[src/rtl/quiz_pkg.sv]
// Shared types and sizes for the quiz responder front end.
package quiz_pkg;

    typedef enum logic [1:0] {
        IDLE   = 2'd0,
        ARMED  = 2'd1,
        LOCKED = 2'd2
    } state_t;

    localparam int NUM_PLAYERS = 4;
    localparam int PLAYER_W    = 2;
    localparam int TIME_W      = 5;

    // Index of the lowest set bit; lower contestants win same-cycle ties.
    function automatic logic [PLAYER_W-1:0] lowest_set(input logic [NUM_PLAYERS-1:0] v);
        logic [PLAYER_W-1:0] idx;
        idx = '0;
        for (int i = NUM_PLAYERS - 1; i >= 0; i--) begin
            if (v[i]) idx = PLAYER_W'(i);
        end
        return idx;
    endfunction

endpackage

[src/rtl/tick_gen.sv]
// Countdown tick divider: one-cycle pulse every TICK_DIV cycles, restartable
// so the first tick after a clear lands exactly TICK_DIV cycles later.
module tick_gen #(
    parameter int TICK_DIV = 1000
) (
    input  logic clk_count,
    input  logic rst,
    input  logic clr,
    output logic tick
);

    localparam int CW = $clog2(TICK_DIV);
    localparam logic [CW-1:0] LAST = CW'(TICK_DIV - 1);

    logic [CW-1:0] cnt_q;
    logic [CW-1:0] cnt_d;

    assign tick = (cnt_q == LAST);

    always_comb begin
        cnt_d = cnt_q + CW'(1);
        if (clr || tick) cnt_d = '0;
    end

    always_ff @(posedge clk_count or posedge rst) begin
        if (rst) cnt_q <= '0;
        else     cnt_q <= cnt_d;
    end

endmodule

[src/rtl/buzz_arbiter.sv]
// Quiz buzzer lock-in: synchronises buttons, grants one contestant per
// question, runs buzz/answer countdowns and tracks early-press fouls.
module buzz_arbiter
    import quiz_pkg::*;
#(
    parameter int TICK_DIV    = 1000,
    parameter int BUZZ_TIME   = 20,
    parameter int ANSWER_TIME = 10
) (
    input  logic                   clk_count,
    input  logic                   rst,
    input  logic                   start,
    input  logic                   s0,
    input  logic                   s1,
    input  logic                   s2,
    input  logic                   s3,
    input  logic                   zd_r,
    output logic                   en_s0,
    output logic                   en_s1,
    output logic                   en_s2,
    output logic                   en_s3,
    output logic [PLAYER_W-1:0]    winner,
    output logic [NUM_PLAYERS-1:0] foul,
    output logic [TIME_W-1:0]      time_left,
    output logic                   busy,
    output logic                   timeout
);

    localparam int NIN = NUM_PLAYERS + 1;
    localparam logic [TIME_W-1:0] BUZZ_INIT = TIME_W'(BUZZ_TIME);
    localparam logic [TIME_W-1:0] ANS_INIT  = TIME_W'(ANSWER_TIME);

    logic [NIN-1:0] raw_in;
    logic [NIN-1:0] meta_q;
    logic [NIN-1:0] sync_q;
    logic [NIN-1:0] prev_q;
    logic [NIN-1:0] rise;
    logic [NUM_PLAYERS-1:0] press;
    logic start_rise;

    state_t                 state_q, state_d;
    logic [PLAYER_W-1:0]    winner_q, winner_d;
    logic [NUM_PLAYERS-1:0] foul_q, foul_d;
    logic [NUM_PLAYERS-1:0] lockout_q, lockout_d;
    logic [TIME_W-1:0]      time_q, time_d;
    logic                   timeout_q, timeout_d;
    logic                   clr_pend_q, clr_pend_d;
    logic [NUM_PLAYERS-1:0] eligible;
    logic                   tick;
    logic                   expiring;
    logic                   entry;

    assign raw_in     = {start, s3, s2, s1, s0};
    assign rise       = sync_q & ~prev_q;
    assign press      = rise[NUM_PLAYERS-1:0];
    assign start_rise = rise[NUM_PLAYERS];

    always_ff @(posedge clk_count or posedge rst) begin
        if (rst) begin
            meta_q <= '0;
            sync_q <= '0;
            prev_q <= '0;
        end else begin
            meta_q <= raw_in;
            sync_q <= meta_q;
            prev_q <= sync_q;
        end
    end

    tick_gen #(.TICK_DIV(TICK_DIV)) u_tick (
        .clk_count (clk_count),
        .rst       (rst),
        .clr       (entry),
        .tick      (tick)
    );

    assign entry    = (state_d != state_q);
    assign expiring = tick && (time_q == TIME_W'(1));
    assign eligible = press & ~lockout_q;

    always_comb begin
        state_d    = state_q;
        winner_d   = winner_q;
        foul_d     = foul_q;
        lockout_d  = lockout_q;
        time_d     = time_q;
        timeout_d  = 1'b0;
        clr_pend_d = 1'b0;
        unique case (state_q)
            IDLE: begin
                foul_d = foul_q | press;
                if (start_rise) begin
                    // Lockout snapshot keeps this question's fouls after the foul register clears.
                    state_d    = ARMED;
                    time_d     = BUZZ_INIT;
                    lockout_d  = foul_q | press;
                    clr_pend_d = 1'b1;
                end
            end
            ARMED: begin
                if (clr_pend_q) foul_d = '0;
                if (|eligible) begin
                    state_d  = LOCKED;
                    winner_d = lowest_set(eligible);
                    time_d   = ANS_INIT;
                end else if (expiring) begin
                    state_d   = IDLE;
                    time_d    = '0;
                    timeout_d = 1'b1;
                end else if (tick && time_q != '0) begin
                    time_d = time_q - TIME_W'(1);
                end
            end
            LOCKED: begin
                if (zd_r) begin
                    state_d = IDLE;
                    time_d  = '0;
                end else if (expiring) begin
                    state_d   = IDLE;
                    time_d    = '0;
                    timeout_d = 1'b1;
                end else if (tick && time_q != '0) begin
                    time_d = time_q - TIME_W'(1);
                end
            end
            default: begin
                state_d = IDLE;
                time_d  = '0;
            end
        endcase
    end

    always_ff @(posedge clk_count or posedge rst) begin
        if (rst) begin
            state_q    <= IDLE;
            winner_q   <= '0;
            foul_q     <= '0;
            lockout_q  <= '0;
            time_q     <= '0;
            timeout_q  <= 1'b0;
            clr_pend_q <= 1'b0;
        end else begin
            state_q    <= state_d;
            winner_q   <= winner_d;
            foul_q     <= foul_d;
            lockout_q  <= lockout_d;
            time_q     <= time_d;
            timeout_q  <= timeout_d;
            clr_pend_q <= clr_pend_d;
        end
    end

    // Enables decode straight from registered state, so they are one-hot by construction.
    logic [NUM_PLAYERS-1:0] en_vec;
    genvar gi;
    for (gi = 0; gi < NUM_PLAYERS; gi++) begin : g_en
        assign en_vec[gi] = (state_q == LOCKED) && (winner_q == PLAYER_W'(gi));
    end

    assign en_s0     = en_vec[0];
    assign en_s1     = en_vec[1];
    assign en_s2     = en_vec[2];
    assign en_s3     = en_vec[3];
    assign winner    = winner_q;
    assign foul      = foul_q;
    assign time_left = time_q;
    assign busy      = (state_q != IDLE);
    assign timeout   = timeout_q;

endmodule

[config.mk]
export PLATFORM = sky130hd
export DESIGN_NAME = buzz_arbiter
export DESIGN_NICKNAME = d
export VERILOG_FILES = /design/src/rtl/quiz_pkg.sv /design/src/rtl/tick_gen.sv /design/src/rtl/buzz_arbiter.sv
export SDC_FILE = /design/constraint.sdc
export NUM_CORES = 1
export LEC_CHECK = 0
export ABC_AREA = 1
export ABC_CLOCK_PERIOD_IN_PS = 6900
export BUFFER_PORTS_ARGS = -buffer_cell sky130_fd_sc_hd__buf_2
export CORE_MARGIN = 2
export CORE_UTILIZATION = 40
export DETAILED_ROUTE_END_ITERATION = 16
export SLEW_MARGIN = 20
export SYNTH_ARGS = -nofsm -noshare
export SYNTH_HDL_FRONTEND = slang
export SYNTH_HIERARCHICAL = 1
export SYNTH_SLANG_ARGS = --single-unit
[constraint.sdc]
create_clock -name clk_count -period 6.9 [get_ports clk_count]
set_input_delay 1.38 -clock clk_count [delete_from_list [all_inputs] [get_ports clk_count]]
set_output_delay 1.38 -clock clk_count [all_outputs]
set_load 0.01 [all_outputs]
==> impl_metrics.ini <==
[drt]
vias = 1675
drc = 0
vias_per_cell = 4.65
drtAntennaViolNets = 0
wire_per_inst_um = 10.5
wirelength_um = 3790
firstDrtPassIters = 4
drt_iter0_drc = 57

[floorplanning]
rows = 27
start_util_pct = 40.9
ios = 25
core_mm2 = 0.00541
die_x_um = 78.3
die_h_um = 78.3
dieArea_mm2 = 0.00613

[synthesis]
netlist_area_mm2 = 0.00221
ys_ff_latch = 44
postSynthCellCount = 255
ys_types = 29
yosysWarnings = 6
yosysSeqAreaShare_pct = 49.9
postSynthAreaPerCell_um2 = 8.66
synthesis.nets = 271

[status]
status = finished, final reports clean

[cells_and_area]
diodes = 0
drive_gt1_share_pct = 23.3
mostFrequentLayoutCells = nand2_1, dfrtp_1, inv_1
nets = 303
area_delta_synth_final_pct = 15.4
final_area_mm2 = 0.00255
final_common_cell = nand2_1

[setup_path]
cp-end-kind = output pin
required_ns = 5.52
crit_type = reg2out
startpoint_type = flop
worstPathMaxFanout = 6
cp.arrival_ns = 1.47

[timing]
period_minus_slack_ns = 2.85
final-setup-viol-count = 0
whs_ns = 0.352
fin_crit_sh_pct = 41.4
fin_tns_setup_ns = 0
fin_ws_ns = 4.05
rsz0062_at_grt = no
maxSlewViolCount = 0
hold_viol = 0
maxSlewHeadroom_pct = 60.5
fin_worst_skew_ns = 0.00995
tightest_slew_ns = 0.589
clock.fmax_mhz = 350

[global_route]
overflow = 0
grt_start_max_net_pins = 35
antenna_found_initial = 0
grt_pass1_vias = 1572
track_usage_pct = 14.3
grt_pass1_wl_um = 6910

[cts]
cts_resized = 0
hold_buffers = 0
cts_buffers = 5
path_clk_slew_ns = 0.08
cts_tree = done
clock_sink_count = 44
cts.path.max_buffers = 2
clock_latency_ns = 0.29
root_buffer = clkbuf_8
post-cts-setup-buffers = 0
h-tree-depth = 2

[power_and_ir_drop]
power.density_mw_per_mm2 = 354
power.total_mw = 0.903
max-vdd-ir-drop_mv = 0.128
p_leak_nw = 1.35

[hold_path]
hp-class = reg2reg

[place]
dp_hpwl_um = 2820
gp_congestion = 0.816
dpl_cell_area_mm2 = 0.00243
dp_slack_ns = 4.31
io_buffers = 24

[job]
maxCapViolations = 0
-- cell type report --
| cell class | instances | area, µm² |
|---|---|---|
| Clock buffer | 6 | 82.6 |
| Clock inverter | 2 | 38.8 |
| Fill cell | 522 | 2860 |
| Inverter | 46 | 174 |
| Multi-Input combinational cell | 165 | 933 |
| Sequential cell | 44 | 1100 |
| Tap cell | 72 | 90.1 |
| Timing Repair Buffer | 25 | 128 |
-- registers in the layout (all words and copies together), names as in the netlist --
register / cells
u_tick/cnt_q: 10
state_q: 2
clr_pend_q: 1
sync_q: 5
winner: 2
timeout: 1
foul: 4
prev_q: 5
meta_q: 5
lockout_q: 4
time_left: 5
-- routing by layer --
metal	routed length (µm)	share of wire [%]	track usage, %
met5	0	0	0
met3	165	4.4	4.14
met2	1680	44	22.8
met1	1900	50	18.9
met4	43	1.1	4.21
-- critical path, stage by stage, from the launching register on --
cell	delay, ns
dfrtp_1	0.44
inv_1	0.13
ha_1	0.21
inv_1	0.09
nor3_1	0.16
buf_2	0.15
-- Yosys cell counts --
cell | n | area share, %
nand4_1 | 4 | 1.1
clkinv_2 | 1 | 0.23
a31oi_1 | 1 | 0.28
nand2_2 | 6 | 1.7
nor2_4 | 3 | 1.5
nor3_1 | 8 | 1.8
nand3_4 | 1 | 0.79
nand3b_1 | 1 | 0.34
o21ai_1 | 5 | 1.1
and3_1 | 1 | 0.28
o211ai_1 | 4 | 1.4
inv_2 | 6 | 1.0
xor2_1 | 3 | 1.2
o21ai_2 | 1 | 0.40
nor3_2 | 1 | 0.45
nand2_1 | 55 | 9.3
a21boi_1 | 1 | 0.34
dfrtp_1 | 44 | 50
inv_1 | 39 | 6.6
nand2_4 | 3 | 1.5
nor2_2 | 7 | 2.0
a21oi_1 | 3 | 0.68
nand3_1 | 16 | 3.6
nor2_1 | 17 | 2.9
ha_1 | 8 | 4.5
a21o_1 | 3 | 1.0
o21ai_0 | 8 | 1.8
nand3_2 | 4 | 1.8
or2_2 | 1 | 0.28
-- path summary, 6_finish.rpt --
check | startpoint | end | slack, ns | cells after the start
max | state_q[0]$_DFF_PP0_ | en_s2 | 4.05 | 5
min | meta_q[1]$_DFF_PP0_ | sync_q[1]$_DFF_PP0_ | 0.35 | 0
max reg2reg | u_tick/cnt_q[0]$_DFF_PP0_ | u_tick/cnt_q[7]$_DFF_PP0_ | 4.45 | 18
min reg2reg | meta_q[1]$_DFF_PP0_ | sync_q[1]$_DFF_PP0_ | 0.35 | 0
max in group asynchronous | rst | state_q[0]$_DFF_PP0_ | 5.43 | 3
min in group asynchronous | rst | u_tick/cnt_q[4]$_DFF_PP0_ | 1.05 | 2
-- per-stage QoR --
step                utilization [%]  cells
finish                         47.1    360
global route                   47.1    360
CTS                            47.1    360
detailed placement             44.9    352
global placement               44.9    352
floorplan                         -    255
-- cells by family (layout without fill, tap and decap cells) --
family	Yosys count	after routing	synth area share [%]
xor gates and xnor gates	3	3	1.19
buffers and inverters	46	79	7.88
adders and majority gates	8	8	4.53
DFF	44	44	49.9
AOI/OAI and AO/OA	26	26	7.03
and+or+nand+nor	128	128	29.5
-- where the power goes --
part / internal (mW) / total, mW / switching [mW]
combinational: 0.121 / 0.337 / 0.215
clock: 0.118 / 0.206 / 0.0872
sequential: 0.313 / 0.360 / 0.0470
total: 0.553 / 0.903 / 0.350
No activity file was read; power rests on OpenSTA's default activity.
